File: config.mk
export PLATFORM = sky130hd
export DESIGN_NAME = uart_byte_rx
export DESIGN_NICKNAME = d
export VERILOG_FILES = /design/src/rtl/uart_byte_rx.sv
export SDC_FILE = /design/constraint.sdc
export NUM_CORES = 1
export LEC_CHECK = 0
export ABC_AREA = 1
export CORE_MARGIN = 4
export CORE_UTILIZATION = 35
export CTS_CLUSTER_SIZE = 12
export DETAILED_ROUTE_END_ITERATION = 7
export DONT_BUFFER_PORTS = 1
export GPL_ROUTABILITY_DRIVEN = 0
export HOLD_SLACK_MARGIN = 0.02
export PLACE_DENSITY_LB_ADDON = 0.25
export SYNTH_ARGS = -nofsm -noshare
export SYNTH_HDL_FRONTEND = slang
export SYNTH_SLANG_ARGS = --single-unit
File: constraint.sdc
create_clock -name clk50m -period 2.82 [get_ports clk50m]
set_clock_uncertainty 0.15 [all_clocks]
set_input_delay 0.282 -clock clk50m [delete_from_list [all_inputs] [get_ports clk50m]]
set_output_delay 0.282 -clock clk50m [all_outputs]
set_load 0.05 [all_outputs]
File: src/rtl/uart_byte_rx.sv
// uart_byte_rx: 8N1 UART receiver with a one-entry valid/ready output buffer.
// Define UART_RX_PARITY_EN to receive 8E1 frames and flag parity errors via frame_err.
module uart_byte_rx #(
    parameter int CLK_FREQ    = 50000000,
    parameter int BAUD        = 115200,
    parameter int SYNC_STAGES = 2
) (
    input  logic       clk50m,
    input  logic       reset_n,
    input  logic       uart_rxd,
    output logic [7:0] rx_data,
    output logic       rx_valid,
    input  logic       rx_ready,
    output logic       frame_err,
    output logic       overrun,
    output logic       rx_busy
);
    localparam int BAUD_DIV = CLK_FREQ / BAUD;
    localparam int CW = $clog2(BAUD_DIV);
    localparam logic [CW-1:0] LAST = CW'(BAUD_DIV - 1);
    localparam logic [CW-1:0] HALF_LAST = CW'(BAUD_DIV / 2 - 1);

    typedef enum logic [2:0] {
        IDLE, START, DATA,
`ifdef UART_RX_PARITY_EN
        PARITY,
`endif
        STOP, BREAK
    } state_t;

    state_t state_q, state_d;
    logic [CW-1:0] cnt_q, cnt_d;
    logic [2:0] idx_q, idx_d;
    logic [7:0] shift_q, shift_d;
    logic perr_q, perr_d;
    logic [SYNC_STAGES-1:0] sync_q;
    logic prev_q;
    logic [7:0] rx_data_q;
    logic rx_valid_q, frame_err_q, overrun_q;
    logic rxs, good, bad, hs, load;

    assign rxs = sync_q[SYNC_STAGES-1];
    assign hs = rx_valid_q && rx_ready;
    assign load = good && (!rx_valid_q || hs);

    always_comb begin
        state_d = state_q;
        cnt_d = (cnt_q == LAST) ? '0 : cnt_q + 1'b1;
        idx_d = idx_q;
        shift_d = shift_q;
        perr_d = perr_q;
        good = 1'b0;
        bad = 1'b0;
        case (state_q)
            IDLE: begin
                cnt_d = '0;
                if (prev_q && !rxs) state_d = START;
            end
            START: if (cnt_q == HALF_LAST) begin
                cnt_d = '0;
                idx_d = '0;
                state_d = rxs ? IDLE : DATA;
            end
            DATA: if (cnt_q == LAST) begin
                shift_d[idx_q] = rxs;
                idx_d = idx_q + 1'b1;
`ifdef UART_RX_PARITY_EN
                if (idx_q == 3'd7) state_d = PARITY;
`else
                if (idx_q == 3'd7) state_d = STOP;
`endif
            end
`ifdef UART_RX_PARITY_EN
            PARITY: if (cnt_q == LAST) begin
                perr_d = ^{shift_q, rxs};
                state_d = STOP;
            end
`endif
            STOP: if (cnt_q == LAST) begin
                // A low stop bit means the line may be in a break; wait it out before re-arming.
                good = rxs && !perr_q;
                bad = !rxs || perr_q;
                state_d = rxs ? IDLE : BREAK;
            end
            BREAK: begin
                cnt_d = '0;
                if (rxs) state_d = IDLE;
            end
            default: state_d = IDLE;
        endcase
    end

    always_ff @(posedge clk50m or negedge reset_n) begin
        if (!reset_n) begin
            sync_q <= '1;
            prev_q <= 1'b1;
            state_q <= IDLE;
            cnt_q <= '0;
            idx_q <= '0;
            shift_q <= '0;
            perr_q <= 1'b0;
            rx_data_q <= '0;
            rx_valid_q <= 1'b0;
            frame_err_q <= 1'b0;
            overrun_q <= 1'b0;
        end else begin
            sync_q <= {sync_q[SYNC_STAGES-2:0], uart_rxd};
            prev_q <= rxs;
            state_q <= state_d;
            cnt_q <= cnt_d;
            idx_q <= idx_d;
            shift_q <= shift_d;
            perr_q <= perr_d;
            if (load) rx_data_q <= shift_q;
            rx_valid_q <= load || (rx_valid_q && !hs);
            frame_err_q <= bad;
            overrun_q <= (good && rx_valid_q && !hs) || (overrun_q && !(hs && !load));
        end
    end

    assign rx_data = rx_data_q;
    assign rx_valid = rx_valid_q;
    assign frame_err = frame_err_q;
    assign overrun = overrun_q;
    assign rx_busy = state_q != IDLE;
endmodule

==> run_results.csv, run 1 <==
group,metric,value,unit
sta,rsz0062_at_grt,"no",
critical_path,cpPeakStageDelay,0.44,ns
cts,clk_latency,0.29,ns
synthesis,synth.yosys.warnings,0,
layout,area_delta_synth_final,11.48,%
grt,grt_usage,12.37,%
pwr,total_power,1.502,mW
grt,antenna_found_initial,0,
synthesis,synthArstFlopShare,100.0,%
detailed_routing,drc,0,
synthesis,syn_area,1897,um^2
sta,max_freq,551.5,MHz
pwr,combPwrFrac,26.4,%
flow_run,maxCapViolCount,0,
cts,cts.sinks,37,
floorplanning,die_x,81.62,um
cts,cts_buffers,5,
layout,num-fill-cells,507,
synthesis,synth_cells,226,
synthesis,ys_seq_area_share,49.01,%
grt,grt_start_max_net_pins,38,
synthesis,yosys_register_bits,37,
detailed_routing,drtIter0Drc,63,
layout,post-route-util,40.88,%
placed_design,placed_cells,292,
floorplanning,core,5172,um^2
sta,min_period,1.813,ns
critical_path,cp_max_fo,4,
synthesis,synthesis.nets,235,
sta,setup_ws,1.007,ns
synthesis,ys_top_cells_by_area,"dfrtp_1 45%, nand2_1 11%, inv_1 6.3%, nor2_1 5.1%, nand3_1 5.0%",
synthesis,yosys-top-cells-count,"54 x nand2_1, 34 x dfrtp_1, 32 x inv_1",
critical_path,cp_slowest_cell,"dfrtp_1",
detailed_routing,wl,3.455,mm
cts,path_clk_slew,0.08,ns
grt,grt_pass1_vias,1428,
placed_design,post-place-ws,1.106,ns
layout,final_nets,242,
detailed_routing,viasPerCell,4.688,
floorplanning,die_area,6661,um^2
critical_path,worst-setup-path-type,"flop to output port",
critical_path,path_cells,"nor2_1 > nand2_1",
floorplanning,rows,26,
sta,hold_viol_final,0,
floorplanning,die_h,81.62,um
cts,cts_root_buffer,"clkbuf_8",
detailed_routing,ant_nets,0,
run_status,status,"complete, no violations",
layout,n_antenna_cell,0,
grt,overflow,0,
pwr,p_int,0.9553,mW
grt,grt_first_pass_wirelength,6.279,mm
sta,finalSetupViolations,0,
sta,slew_violations,0,
critical_path,endpoint_kind,"output port",
synthesis,ys_types,23,
hold_path,hp-class,"input pin to flop",
pwr,pwr-share-seq,42.7,%
pwr,ir_drop,0.2891,mV
pwr,switching_power,0.5464,mW
critical_path,crit_required,2.39,ns
detailed_routing,first_pass_iters,4,
sta,fin_crit_sh,64.29,%
floorplanning,io_pins,16,
layout,regArea,929.6,um^2
layout,finalNonFillerCells,304,
pwr,powerDensity,710.2,nW/um^2
cts,cts_tree,"done",
pwr,clock_power_share,30.9,%
floorplanning,start_util,36.67,%
critical_path,arrival,1.38,ns
synthesis,synth_edf_count,0,
detailed_routing,num_vias,1425,
layout,drive_gt1_share,15.38,%
pwr,leakagePower,1.031,nW
sta,timing.setup.tns,0,ns
synthesis,post-synth-top-count-cell,"nand2_1",
cts,ctsResizeCount,0,
synthesis,avgSynthCellArea,8.393,um^2
synthesis,yosysTopAreaCell,"dfrtp_1",
pwr,swShare,36.39,%
layout,multi_input_area,804.5,um^2
placed_design,hpwl,2.386,mm
detailed_routing,wl_per_cell,11.37,um
critical_path,start_kind,"flop",
placed_design,io_buffers,0,
synthesis,yosys.area.top_type_share,44.85,%
cts,cts_max_path_buffers,2,
synthesis,synth-main-ff-cell,"dfrtp_1",
sta,slew_headroom,66.02,%
cts,h-tree-depth,2,
sta,tightest_slew,0.5098,ns
## metal layers
| metal | track usage (%) | vias to the layer above | part of all wire (%) |
|---|---|---|---|
| li1 | - | 726 | - |
| met1 | 14.50 | 673 | 48 |
| met4 | 6.478 | 0 | 2.5 |
| met2 | 20.85 | 20 | 46 |
| met3 | 3.070 | 6 | 3.6 |
| met5 | 0 | - | 0 |
## flip-flops by register name, summed over array words and instances, names as in the netlist
register   count
rx_data        8
sync_q         2
idx_q          3
prev_q         1
rx_valid       1
cnt_q          9
state_q        3
overrun        1
shift_q        8
frame_err      1
## area by class of cell
cell class / count / area share, %
Sequential cell: 37 / 43.96
Clock inverter: 2 / 1.834
Clock buffer: 6 / 3.432
Timing Repair Buffer: 4 / 2.367
Tap cell: 70 / 4.142
Multi-Input combinational cell: 150 / 38.05
Inverter: 35 / 6.213
## metrics by stage
step           hold WS, ns  cell area, um^2
6_report           0.08854             2115
5_1_grt             0.1079             2115
4_1_cts            0.07331             2115
3_5_place_dp       -0.1627             1953
3_3_place_gp       -0.1627             1953
2_1_floorplan      -0.1636             1897
## cells in the final DEF (no fill, tap or decap)
cell type      count
xor2_1             3
inv_2              3
nand4_1           14
clkbuf_8           5
nand2_2            7
nor3_1             1
nand2_1           54
nand2_4            1
buf_12             1
dfstp_2            3
nor2_4             3
clkbuf_1           1
dlygate4sd3_1      3
nor2_2             2
clkinv_4           1
o21ai_2            8
inv_1             32
ha_1               5
o21bai_1           2
nand3_1           19
nand3_4            1
nor2_1            26
dfrtp_1           34
o21ai_0            3
bufinv_16          1
xnor2_1            1
## worst paths after layout
path,start,endpoint,slack (ns),cells past startpoint
max reg2reg,cnt_q[1],rx_data[4],1.12,9
max,state_q[1],rx_busy,1.01,2
min reg2reg,sync_q[0],sync_q[1],0.22,0
min,rx_ready,rx_valid,0.09,3
max in group asynchronous,reset_n,prev_q,1.97,2
min in group asynchronous,reset_n,cnt_q[8],0.28,2
## worst max-delay path: cells and delay by family (launching register included)
kind | cells | cell delay, ns
AND/OR/NAND/NOR | 2 | 0.65
flip-flops | 1 | 0.44
## cells by family (layout without fill, tap and decap cells)
| group | count (synthesis) | in the layout | synth area share [%] |
|---|---|---|---|
| AND/OR/NAND/NOR | 128 | 128 | 31.99 |
| buffers and inverters | 39 | 47 | 8.575 |
| flip-flops | 37 | 37 | 49.01 |
| AO/OA/AOI/OAI | 13 | 13 | 5.277 |
| adder cells (fa/ha/maj) | 5 | 5 | 3.298 |
| XOR/XNOR | 4 | 4 | 1.847 |
## power groups by stage
stage	Sequential (mW)	Combinational [mW]	Clock, mW
finish	0.641	0.396	0.465
global route	0.649	0.465	0.500
CTS	0.640	0.403	0.489
detailed placement	0.650	0.385	0
global placement	0.649	0.379	0
floorplan	0.630	0.325	0
## timing repair
item	in CTS	in global routing
setup buffers	0	0
endpoints found under the hold margin	39	0
hold buffers	4	0
No activity file was read; power rests on OpenSTA's default activity.
==> inputs of run 2 (changes only) <==
- clock period: 2.82 -> 1.6 ns (I/O delays scaled with it)
==> run 2 against run 1 <==
Utilization increased by 5.2 points. Setup slack got worse by 1.0 ns. Die area unchanged. Cell count increased by 6.9%. Sequential cell count unchanged. Critical path type is now flop to flop. Largest cell class unchanged. Highest routed layer unchanged.
==> run_results.csv, run 2 (same netlist as run 1, synthesis figures left out) <==
group,metric,value,unit
sta,max_freq,629.0,MHz
layout,largest_register_ffs,9,
cts,cts_max_path_buffers,2,
sta,hold_viol_final,0,
layout,post-route-util,46.06,%
layout,max_flop_register,"cnt_q",
sta,finalSetupViolations,0,
placed_design,post-place-ws,-0.03811,ns
floorplanning,die_x,81.62,um
detailed_routing,num_vias,1484,
placed_design,io_buffers,0,
flow_run,maxCapViolCount,0,
layout,multi_input_area,872.1,um^2
placed_design,hpwl,2.425,mm
sta,hold_ws,0.1596,ns
critical_path,rr_startpoint,"cnt_q[1]",
detailed_routing,wl_per_cell,11.54,um
floorplanning,start_util,36.67,%
critical_path,arrival,1.61,ns
grt,antenna_found_initial,0,
critical_path,cp_max_fo,2,
pwr,leakagePower,1.154,nW
sta,rsz0062_at_grt,"yes",
critical_path,r2r_setup_slack,0.01,ns
grt,grt_pass1_vias,1366,
cts,cts_root_buffer,"clkbuf_8",
cts,cts_tree,"done",
grt,grt_usage,11.95,%
critical_path,worst-setup-path-type,"flop to flop",
layout,num-fill-cells,507,
critical_path,r2r-end,"cnt_q[8]",
layout,drive_gt1_share,27.45,%
sta,slew_headroom,66.41,%
layout,n_antenna_cell,0,
pwr,powerDensity,1278,nW/um^2
layout,regArea,930.9,um^2
cts,h-tree-depth,2,
hold_path,hp-class,"input pin to async pin",
layout,final_nets,263,
cts,clk_latency,0.28,ns
layout,final_common_cell,"nand2_1",
pwr,ir_drop,0.6668,mV
critical_path,ff2ff_path_depth,8,
pwr,total_power,3.046,mW
detailed_routing,viasPerCell,4.566,
grt,grt_start_max_net_pins,38,
detailed_routing,drc,0,
run_status,status,"complete, no violations",
floorplanning,rows,26,
detailed_routing,wl,3.751,mm
placed_design,placed_cells,306,
cts,cts.sinks,37,
layout,layout_common_cells,"52 x nand2_1, 33 x dfrtp_1, 30 x inv_1",
detailed_routing,ant_nets,0,
floorplanning,io_pins,16,
grt,overflow,0,
layout,finalNonFillerCells,325,
sta,fin_crit_sh,99.37,%
sta,setup_ws,0.01006,ns
critical_path,endpoint_kind,"flop",
cts,path_clk_slew,0.08,ns
grt,grt_first_pass_wirelength,6.120,mm
floorplanning,die_area,6661,um^2
critical_path,start_kind,"flop",
critical_path,crit_end,"cnt_q[8]",
sta,tightest_slew,0.5038,ns
critical_path,crit_path_start,"cnt_q[1]",
sta,slew_violations,0,
detailed_routing,first_pass_iters,6,
cts,cts_buffers,5,
critical_path,crit_required,1.62,ns
sta,min_period,1.590,ns
floorplanning,core,5172,um^2
layout,area_delta_synth_final,25.59,%
detailed_routing,drtIter0Drc,104,
floorplanning,die_h,81.62,um
-- run 2: cell count changes in the layout (fill, tap and decap cells not counted), moves of 2 or more --
cell,delta
inv_1,-2
inv_2,+2
nand2_2,+2
nand3_1,-2
nand2_1,-2
buf_4,+16
nor2_2,+3
nor2_1,-3
nand3_2,+2
-- run 2: final cells by class --
type | instances | area share [%]
Clock inverter | 3 | 2.731
Sequential cell | 37 | 39.08
Timing Repair Buffer | 23 | 9.506
Tap cell | 70 | 3.676
Inverter | 35 | 5.515
Clock buffer | 5 | 2.889
Multi-Input combinational cell | 152 | 36.61
-- run 2: worst min-delay path by stage --
stage                       start  endpoint  slack, ns
after CTS                 reset_n  cnt_q[5]       0.17
after detailed placement  reset_n  cnt_q[6]      -0.28
after floorplan           reset_n  cnt_q[0]      -0.29
after global routing      reset_n  cnt_q[5]       0.17
after global placement    reset_n  cnt_q[6]      -0.28
final                     reset_n  cnt_q[5]       0.16
-- run 2: metrics by stage --
stage	setup TNS [ns]	cell area (um^2)
6_report	0	2382
5_1_grt	-1.234	2382
4_1_cts	-0.0004877	2288
3_5_place_dp	-0.5069	2058
3_3_place_gp	0	2058
2_1_floorplan	0	1897
-- run 2: per-layer routing --
layer  GRT usage, %  part of all wire [%]
met1          15.58                    47
met2          19.14                    48
met3          2.961                   3.8
met4          4.485                   1.0
met5              0                     0
-- run 2: critical path, stage by stage, from the launching register on --
cell	delay, ns
dfrtp_1	0.39
buf_4	0.14
buf_4	0.12
ha_1	0.20
nand3_1	0.14
nor2_2	0.06
nand2_1	0.07
xor2_1	0.15
nor2_1	0.06
-- run 2: where the power goes --
part | switching [mW] | leakage, nW | internal (mW) | total (mW)
Sequential | 0.103 | 0.496 | 1.02 | 1.12
Combinational | 0.614 | 0.589 | 0.359 | 0.973
Clock | 0.329 | 0.0681 | 0.619 | 0.949
-- run 2: timing repair --
| action | in CTS | in global routing |
|---|---|---|
| endpoints found under the hold margin | 39 | 0 |
| gates resized for setup | 4 | 14 |
| gates cloned | 2 | 1 |
| hold buffers | 4 | 0 |
| setup buffers | 1 | 3 |
| endpoints found under the setup margin | 24 | 33 |
| pin swaps | 2 | 10 |
